[src/rtl/fft_stream_pkg.sv]
// Shared types and helpers for the FFT input streaming path.
package fft_stream_pkg;

   localparam int FFT_TDATA_W = 32;

   typedef enum logic [1:0] {
      IDLE,
      SEND,
      FLUSH
   } state_t;

   // Builds one complex FFT input word from a 16-bit real sample; imaginary half is zero.
   function automatic logic [FFT_TDATA_W-1:0] pack_real(input logic signed [15:0] sample);
      return {16'h0000, sample};
   endfunction

endpackage

[src/rtl/sync_fifo.sv]
// Small first-word-fall-through FIFO: rd_data always shows the head entry while not empty.
module sync_fifo #(
   parameter int WIDTH = 16,
   parameter int DEPTH = 64
) (
   input  logic             clk,
   input  logic             rst,
   input  logic             clear,
   input  logic             wr_en,
   input  logic [WIDTH-1:0] wr_data,
   input  logic             rd_en,
   output logic [WIDTH-1:0] rd_data,
   output logic             full,
   output logic             empty
);

   localparam int AW = (DEPTH > 1) ? $clog2(DEPTH) : 1;
   localparam logic [AW:0] FULL_COUNT = (AW + 1)'(DEPTH);

   logic [WIDTH-1:0] mem [DEPTH];
   logic [AW-1:0]    wr_ptr;
   logic [AW-1:0]    rd_ptr;
   logic [AW:0]      count;
   logic             do_wr;
   logic             do_rd;

   // A read on a full FIFO frees a slot in the same cycle, so a concurrent write is still accepted.
   assign do_rd   = rd_en && !empty;
   assign do_wr   = wr_en && (!full || do_rd);
   assign rd_data = mem[rd_ptr];
   assign full    = (count == FULL_COUNT);
   assign empty   = (count == '0);

   // Storage array; contents need no reset because count gates visibility.
   always_ff @(posedge clk) begin
      if (do_wr && !clear) begin
         mem[wr_ptr] <= wr_data;
      end
   end

   // Pointer and occupancy tracking; clear discards everything, including a same-cycle write.
   always_ff @(posedge clk) begin
      if (rst || clear) begin
         wr_ptr <= '0;
         rd_ptr <= '0;
         count  <= '0;
      end else begin
         if (do_wr) begin
            wr_ptr <= wr_ptr + 1'b1;
         end
         if (do_rd) begin
            rd_ptr <= rd_ptr + 1'b1;
         end
         case ({do_wr, do_rd})
            2'b10:   count <= count + 1'b1;
            2'b01:   count <= count - 1'b1;
            default: count <= count;
         endcase
      end
   end

endmodule

[src/rtl/fft_frame_sender.sv]
// Buffers strobed audio samples and streams them to the FFT as fixed-length AXI-Stream frames.
module fft_frame_sender
   import fft_stream_pkg::*;
#(
   parameter int SAMPLE_W   = 16,
   parameter int FFT_SIZE   = 1024,
   parameter int FIFO_DEPTH = 64
) (
   input  logic                   clk_in,
   input  logic                   rst_in,
   input  logic                   enable_in,
   input  logic [SAMPLE_W-1:0]    sample_in,
   input  logic                   sample_valid_in,
   output logic [FFT_TDATA_W-1:0] m_axis_tdata,
   output logic                   m_axis_tvalid,
   output logic                   m_axis_tlast,
   input  logic                   m_axis_tready,
   output logic                   frame_done_out,
   output logic                   overflow_out,
   output logic                   busy_out
);

   localparam int            CW        = $clog2(FFT_SIZE);
   localparam logic [CW-1:0] LAST_BEAT = CW'(FFT_SIZE - 1);

   state_t                 state;
   state_t                 next_state;
   logic [CW-1:0]          beat_cnt;
   logic                   out_valid;
   logic [FFT_TDATA_W-1:0] out_data;
   logic                   overflow;

   logic                   fifo_wr;
   logic                   fifo_rd;
   logic                   fifo_clear;
   logic                   fifo_full;
   logic                   fifo_empty;
   logic [SAMPLE_W-1:0]    fifo_rd_data;
   logic signed [15:0]     head_ext;

   logic                   xfer;
   logic                   last_beat;
   logic                   last_xfer;
   logic                   load_slot;
   logic                   load_valid;
   logic [FFT_TDATA_W-1:0] load_data;
   logic                   overflow_set;

   assign head_ext  = 16'(signed'(fifo_rd_data));
   assign xfer      = out_valid && m_axis_tready;
   assign last_beat = (beat_cnt == LAST_BEAT);
   assign last_xfer = xfer && last_beat;
   assign load_slot = !out_valid || xfer;

   // Samples are only accepted while streaming; in IDLE and FLUSH they are dropped silently.
   assign fifo_wr      = (state == SEND) && sample_valid_in;
   assign fifo_clear   = (state != IDLE) && (next_state == IDLE);
   assign overflow_set = fifo_wr && fifo_full && !fifo_rd && !fifo_clear;

   sync_fifo #(
      .WIDTH (SAMPLE_W),
      .DEPTH (FIFO_DEPTH)
   ) u_fifo (
      .clk     (clk_in),
      .rst     (rst_in),
      .clear   (fifo_clear),
      .wr_en   (fifo_wr),
      .wr_data (sample_in),
      .rd_en   (fifo_rd),
      .rd_data (fifo_rd_data),
      .full    (fifo_full),
      .empty   (fifo_empty)
   );

   // Next-state selection followed by the decision of what the output register loads next.
   // Dropping enable before any beat of a frame exists returns straight to IDLE; once a beat
   // is pending or sent, the frame is completed through FLUSH so it is never cut short.
   always_comb begin
      next_state = state;
      fifo_rd    = 1'b0;
      load_valid = 1'b0;
      load_data  = '0;

      case (state)
         IDLE: begin
            if (enable_in) begin
               next_state = SEND;
            end
         end
         SEND: begin
            if (last_xfer) begin
               next_state = enable_in ? SEND : IDLE;
            end else if (!enable_in) begin
               next_state = (beat_cnt == '0 && !out_valid) ? IDLE : FLUSH;
            end
         end
         FLUSH: begin
            if (last_xfer) begin
               next_state = IDLE;
            end
         end
         default: next_state = IDLE;
      endcase

      if (load_slot && next_state != IDLE) begin
         case (state)
            SEND: begin
               if (!fifo_empty) begin
                  fifo_rd    = 1'b1;
                  load_valid = 1'b1;
                  load_data  = pack_real(head_ext);
               end
            end
            FLUSH: begin
               load_valid = 1'b1;
               if (!fifo_empty) begin
                  fifo_rd   = 1'b1;
                  load_data = pack_real(head_ext);
               end
            end
            default: begin
               load_valid = 1'b0;
            end
         endcase
      end
   end

   // FSM state register.
   always_ff @(posedge clk_in) begin
      if (rst_in) begin
         state <= IDLE;
      end else begin
         state <= next_state;
      end
   end

   // Output beat register, beat counter and sticky overflow flag; a held beat stays put until taken.
   always_ff @(posedge clk_in) begin
      if (rst_in) begin
         beat_cnt  <= '0;
         out_valid <= 1'b0;
         out_data  <= '0;
         overflow  <= 1'b0;
      end else begin
         if (xfer) begin
            beat_cnt <= last_beat ? '0 : beat_cnt + 1'b1;
         end
         if (next_state == IDLE) begin
            out_valid <= 1'b0;
            out_data  <= '0;
         end else if (load_slot) begin
            out_valid <= load_valid;
            out_data  <= load_data;
         end
         if (overflow_set) begin
            overflow <= 1'b1;
         end
      end
   end

   assign m_axis_tdata   = out_data;
   assign m_axis_tvalid  = out_valid;
   assign m_axis_tlast   = out_valid && last_beat;
   assign frame_done_out = last_xfer;
   assign overflow_out   = overflow;
   assign busy_out       = (state != IDLE);

endmodule
[config.mk]
export PLATFORM = sky130hd
export DESIGN_NAME = fft_frame_sender
export DESIGN_NICKNAME = d
export VERILOG_FILES = /design/src/rtl/fft_stream_pkg.sv /design/src/rtl/sync_fifo.sv /design/src/rtl/fft_frame_sender.sv
export SDC_FILE = /design/constraint.sdc
export NUM_CORES = 1
export LEC_CHECK = 0
export BUFFER_PORTS_ARGS = -buffer_cell sky130_fd_sc_hd__clkbuf_2
export CORE_MARGIN = 2
export CORE_UTILIZATION = 55
export DETAILED_ROUTE_END_ITERATION = 10
export PLACE_DENSITY_LB_ADDON = 0.3
export SETUP_SLACK_MARGIN = 0.2
export SYNTH_ARGS = -nofsm -noshare
export SYNTH_HDL_FRONTEND = slang
export SYNTH_SLANG_ARGS = --single-unit
[constraint.sdc]
create_clock -name clk_in -period 4.6 [get_ports clk_in]
set_input_delay 1.38 -clock clk_in [delete_from_list [all_inputs] [get_ports clk_in]]
set_output_delay 1.38 -clock clk_in [all_outputs]
set_load 0.05 [all_outputs]
# Word level (Yosys, flattened, before mapping)

Memory sizes are Yosys's and may differ from the RTL's. A register that Yosys moved wholly into a read port is not among the register bits.
Index checks and enable logic that the tools add are counted.

Memories: 1
Memory bits (writable): 1,024
Input port bits: 21
Output and inout bits: 37
Register bits: 65
Word-level logic and storage cells: 71

Memories:

| name       | words | bits a word | rd ports | clocked after memory_dff | wr ports | line            | source |
|---|---|---|---|---|---|---|---|
| u_fifo.mem | 64    | 16          | 1        | 1                        | 1        | sync_fifo.sv:20 | `logic [WIDTH-1:0] mem [DEPTH];` |

Add/sub/neg operators: 5
Reductions and logical operators: 30
Mux-type cells: 21
Equal/unequal tests: 6

Operators with widths:

| kind                  | number |
|---|---|
| $mux 16               | 3 |
| $pmux 7 s2            | 1 |
| $logic_and 1x1->1     | 13 |
| $add 6x1->6 const B   | 2 |
| $mux 6                | 2 |
| $add 10x1->10 const B | 1 |
| $eq 10x10->1 const B  | 1 |
| $logic_not 10->1      | 1 |
| $mux 10               | 1 |
| $mux 2                | 5 |
| $add 7x1->7 const B   | 1 |
| $eq 7x7->1 const B    | 1 |
| $logic_not 7->1       | 1 |
| $mux 1                | 7 |
| $sub 7x1->7 const B   | 1 |
| $pmux 2 s3            | 1 |
| $reduce_bool 2->1     | 3 |
| $logic_not 1->1       | 5 |
| $eq 2x1->1 const B    | 2 |
| $eq 2x2->1 const B    | 2 |
| $logic_not 2->1       | 2 |
| $reduce_or 2->1       | 2 |
| $logic_or 1x1->1      | 3 |
| $pmux 1 s2            | 1 |

# Logic depth before layout (Yosys ltp)

Word-level depth: 15
Gate-level depth with buffers: 18
Gate-level depth less buffers: 18

# Modules after synthesis

From an unflattened synthesis, not the netlist that was laid out.

Cell total of the unflattened synthesis: 2,030
Area, all modules: 41,986.5 um^2

Modules (own cells, without submodules):

| module           | cells each | area each (um^2) | instances | sequential area each (um^2) |
|---|---|---|---|---|
| sync_fifo        | 1,849      | 40,435.0         | 1         | 31,250.0 |
| fft_frame_sender | 181        | 1,551.5          | 1         | 600.6 |

# Least setup slack after synthesis

No wires, ideal clock.

Path kind: input-to-reg
From: input port m_axis_tready
To: memory u_fifo.mem[40][0], enable pin
Cell stages on the path: 9
Setup time: 0.430 ns
Path buffers: 3
Setup slack: -0.051 ns
Required time: 4.170 ns
Arrival: 4.221 ns
Cells stage by stage: and3_1 buf_2 a31oi_1 a21oi_2 a2111o_1 a22oi_2 buf_4 buf_4 nor4_1

Word-level cells in the longest chain between the ends: 13
Elaborated cells on any way between the ends: 18
Those cells by class: mux: 6; reduce/logical: 12

Ends and longest elaborated chain:

| item                           | line                                           | source |
|---|---|---|
| start, declared                | fft_frame_sender.sv:17                         | `input logic m_axis_tready,` |
| $logic_and 1x1->1 *            | fft_frame_sender.sv:50                         | `assign xfer = out_valid && m_axis_tready;` |
| $logic_and 1x1->1              | fft_frame_sender.sv:52                         | `assign last_xfer = xfer && last_beat;` |
| $mux 2 (on tied branches)      | fft_frame_sender.sv:98, fft_frame_sender.sv:91 |  |
| $pmux 2 s3                     | fft_frame_sender.sv:84                         | `case (state)` |
| $reduce_bool 2->1              | fft_frame_sender.sv:105                        | `if (load_slot && next_state != IDLE) begin` |
| $logic_and 1x1->1              | fft_frame_sender.sv:105                        |  |
| $mux 1                         | fft_frame_sender.sv:105                        |  |
| $logic_and 1x1->1              | sync_fifo.sv:28                                | `assign do_rd = rd_en && !empty;` |
| $logic_or 1x1->1               | sync_fifo.sv:29                                | `assign do_wr = wr_en && (!full \|\| do_rd);` |
| $logic_and 1x1->1              | sync_fifo.sv:29                                |  |
| $logic_and 1x1->1 *            | sync_fifo.sv:36                                | `if (do_wr && !clear) begin` |
| $mux 1 *                       | sync_fifo.sv:36                                |  |
| $mux 1 (not written as such) * | sync_fifo.sv:37                                | `mem[wr_ptr] <= wr_data;` |
| end, declared                  | sync_fifo.sv:20                                |  |

Mark *: on every way between the ends. The rest lies on a longest branch, timed or not.

# Worst setup path after layout

From: input port m_axis_tready
To: register u_fifo.count[6]

Word-level cells in the longest chain between the ends: 12
Elaborated cells on any way between the ends: 19
Those cells by class: eq/ne: 2; mux: 5; reduce/logical: 12

Ends and longest elaborated chain:

| item                                            | line                                           | source |
|---|---|---|
| $logic_and 1x1->1 *                             | fft_frame_sender.sv:50                         |  |
| $logic_and 1x1->1                               | fft_frame_sender.sv:52                         |  |
| $mux 2 (on tied branches)                       | fft_frame_sender.sv:98, fft_frame_sender.sv:91 |  |
| $pmux 2 s3                                      | fft_frame_sender.sv:84                         |  |
| $reduce_bool 2->1                               | fft_frame_sender.sv:105                        |  |
| $logic_and 1x1->1 *                             | fft_frame_sender.sv:105                        |  |
| $mux 1 *                                        | fft_frame_sender.sv:105                        |  |
| $logic_and 1x1->1 *                             | sync_fifo.sv:28                                |  |
| via u_fifo.do_rd                                | sync_fifo.sv:25                                | `logic do_rd;` |
| $logic_or 1x1->1                                | sync_fifo.sv:29                                |  |
| $logic_and 1x1->1                               | sync_fifo.sv:29                                |  |
| $eq 2x1->1 or $eq 2x2->1 (tied branches)        | sync_fifo.sv:54                                | `case ({do_wr, do_rd})` |
| $pmux 7 s2 or $reduce_bool 2->1 (tied branches) | n/a                                            |  |
| end signal, assigned                            | sync_fifo.sv:55                                | `2'b10: count <= count + 1'b1;` |
| end signal, assigned                            | sync_fifo.sv:56                                | `2'b01: count <= count - 1'b1;` |
| end signal, assigned                            | sync_fifo.sv:57                                | `default: count <= count;` |
| end, declared                                   | sync_fifo.sv:23                                | `logic [AW:0] count;` |

The timed path passes the listed nets; every way through them passes the cells marked *.
A chain may end at the register's enable or synchronous reset.

==> results.json <==
{
  "syn2layout_area_growth_pct": 12.9,
  "grt_max_degree": 77,
  "layout-drive-gt1-share_pct": 23.4,
  "fin_nets": 2340,
  "dp_hpwl_mm": 58.8,
  "multi_input_comb_area_um2": 9330,
  "ant_nets": 0,
  "synth_top_flop_cell": "edfxtp_1",
  "htreeDepth": 3,
  "fin_area_um2": 47100,
  "antenna_found_initial": 3,
  "irDropWorstVdd_mv": 0.280,
  "place_area_um2": 43700,
  "powerDensity_nw_per_um2": 416,
  "die_w_um": 280,
  "worstPathArrival_ns": 4.39,
  "portBuffers": 41,
  "postCtsSetupBuffers": 0,
  "startpoint_type": "input pin",
  "crit_buf_inv": 1,
  "synth_edf_count": 1024,
  "status": "completed",
  "final_cell_mix": "edfxtp_1, mux4_2, buf_4",
  "initial_utilization_pct": 55.3,
  "max_clock_freq_mhz": 257,
  "max_stage_delay_ns": 0.46,
  "hold_viol_final": 0,
  "worst_pin_slew_ns": 1.21,
  "num_antenna_cells": 0,
  "ios": 58,
  "insertion_delay_ns": 0.67,
  "critPathKind": "input pin to flop",
  "clock_sinks": 1079,
  "post_cts_resized": 0,
  "die_height_um": 280,
  "core_um2": 75600,
  "drv_cap": 0,
  "num_rows": 101,
  "dr.first_iter.drc_count": 3002,
  "fillers": 5119,
  "synth_seq_area_share_pct": 76.3,
  "root_buffer": "clkbuf_16",
  "fin_crit_sh_pct": 84.5,
  "timing.critical_path.from": "m_axis_tready",
  "ys_warn_count": 0,
  "final_cell_count_no_fill": 3366,
  "drt-pass1-iter-count": 8,
  "wirelength_mm": 97.5,
  "numCtsBuffers": 105,
  "cp.required_ns": 5.10,
  "grtUsageTotal_pct": 25.2,
  "fin_worst_skew_ns": 0.0391,
  "post_drt_wl_per_cell_um": 29.0,
  "tritoncts": "done",
  "hold_buffers": 0,
  "cp_max_fo": 6,
  "hp-start": "overflow_out",
  "rrSetupSlack_ns": 0.75,
  "power_uw": 19600,
  "relSlewSlack_pct": 19.3,
  "place_congestion": 0.908,
  "ys_ff_latch": 1079,
  "synthCells": 2142,
  "grt_pass1_vias": 21510,
  "die_area_um2": 78100,
  "period_needed_ns": 3.89,
  "synth_area_per_cell_um2": 19.5,
  "critical_path.top_delay_family": "compound AO/OA/AOI/OAI gates",
  "mostFrequentLayoutCell": "edfxtp_1",
  "cp_num_cells": 15,
  "placed_cells": 3175,
  "power_leakage_uw": 0.0145,
  "hold_class": "flop to flop",
  "cp-end-kind": "flop",
  "vias": 21619,
  "crit_slowest_cell": "or4_1",
  "seqCellArea_um2": 31900,
  "ys_types": 65,
  "overflow": 0,
  "synthArstFlopShare_pct": 0,
  "reg2reg_to": "u_fifo.count[6]",
  "endpoint": "u_fifo.count[6]",
  "r2r_start": "state[1]",
  "clkTransAtPathRegs_ns": 0.05,
  "drc": 0,
  "vias_per_cell": 6.42,
  "grt_pass1_wl_mm": 142,
  "reg2reg_depth": 17,
  "clock_tree.buffer_depth": 3,
  "synth.cell_area_um2": 41800,
  "crit_path_cell_trace": "clkbuf_2 > nand3_1 > o31ai_4 > o21ai_2 > a2111oi_4 > nor2_2 > ha_1 > ha_1 > nor2b_1 > o21a_1 > o21a_1 > or4_1 > nand3_1 > xnor2_1 > nor2_1",
  "rsz0062_at_grt": "no",
  "setup_viol": 0,
  "fin_hold_ws_ns": 0.460,
  "slew_viol_final": 0
}
-- logic make-up (layout without fill, tap and decap cells) --
group	Yosys count	count (layout)	share of synthesized area, %
flip-flops	1079	1079	76.3
AND/OR/NAND/NOR	316	316	3.72
adder cells (fa/ha/maj)	15	15	0.467
buffers and inverters	153	384	1.81
multiplexers	289	289	12.7
other	1	16	0.00898
XOR/XNOR	20	20	0.420
AO/OA/AOI/OAI	269	269	4.61
-- power breakdown --
group	switching, uW	total (uW)	internal, uW
clock network	3540	8400	4860
logic	327	429	102
registers	10.9	10800	10800
-- Yosys cell counts, types with 16 or more instances --
| library cell | number | area, um2 |
|---|---|---|
| edfxtp_1 | 1024 | 30700 |
| mux4_2 | 192 | 4320 |
| mux2i_1 | 97 | 971 |
| nor2_1 | 91 | 342 |
| a22oi_1 | 89 | 668 |
| nand3_1 | 83 | 415 |
| clkbuf_1 | 59 | 221 |
| dfxtp_1 | 55 | 1100 |
| o22ai_1 | 54 | 338 |
| nand2_1 | 50 | 188 |
| a21oi_1 | 35 | 175 |
| buf_2 | 32 | 160 |
| buf_4 | 30 | 225 |
| o21ai_0 | 24 | 120 |
| nor4_1 | 19 | 119 |
| inv_1 | 16 | 60.1 |
| o2bb2ai_1 | 16 | 140 |
-- routing by layer --
| metal | vias up | global-route usage, % | part of all wire (%) |
|---|---|---|---|
| met5 | - | 0 | 0.028 |
| met4 | 4 | 8.93 | 3.2 |
| met1 | 11220 | 35.5 | 39 |
| met2 | 1122 | 38.7 | 47 |
| li1 | 9114 | - | - |
| met3 | 159 | 6.31 | 10 |
-- through the flow --
step	setup TNS (ns)	utilization, %	setup WS (ns)
after floorplan	-8.18	-	-0.0512
after global placement	0	57.9	0.0521
final	0	62.4	0.711
after CTS	0	62.4	0.725
after detailed placement	0	57.9	0.0541
after global routing	0	62.4	0.444
-- sequential cells by signal (all words and copies together), names as in the netlist, named ones only --
register and flops:
beat_cnt 10, m_axis_tdata 16, m_axis_tvalid 1, overflow_out 1
state 2, u_fifo.count 7, u_fifo.mem 1024, u_fifo.rd_ptr 6
u_fifo.wr_ptr 6
-- worst min path at each step --
stage,to,cells past startpoint
floorplan,u_fifo.count[5],2
global placement,overflow_out,2
detailed placement,overflow_out,2
CTS,overflow_out,2
global route,m_axis_tdata[14],1
finish,overflow_out,2
-- worst register-to-register path: cells and delay by family (launching register included) --
family,cells,cell delay [ns]
AO/OA/AOI/OAI,4,0.79
XOR/XNOR,1,0.12
adder cells (fa/ha/maj),3,0.85
buffers and inverters,2,0.21
flip-flops,1,0.51
AND/OR/NAND/NOR,7,1.24
-- layout make-up --
| cell class | count | share of cell area (%) |
|---|---|---|
| Sequential cell | 1079 | 67.6 |
| Multi-Input combinational cell | 925 | 19.8 |
| Clock buffer | 130 | 5.84 |
| Timing Repair Buffer | 177 | 2.71 |
| Tap cell | 978 | 2.60 |
| Clock inverter | 61 | 1.31 |
| Inverter | 16 | 0.127 |
Power figures use the tool's default switching activity.
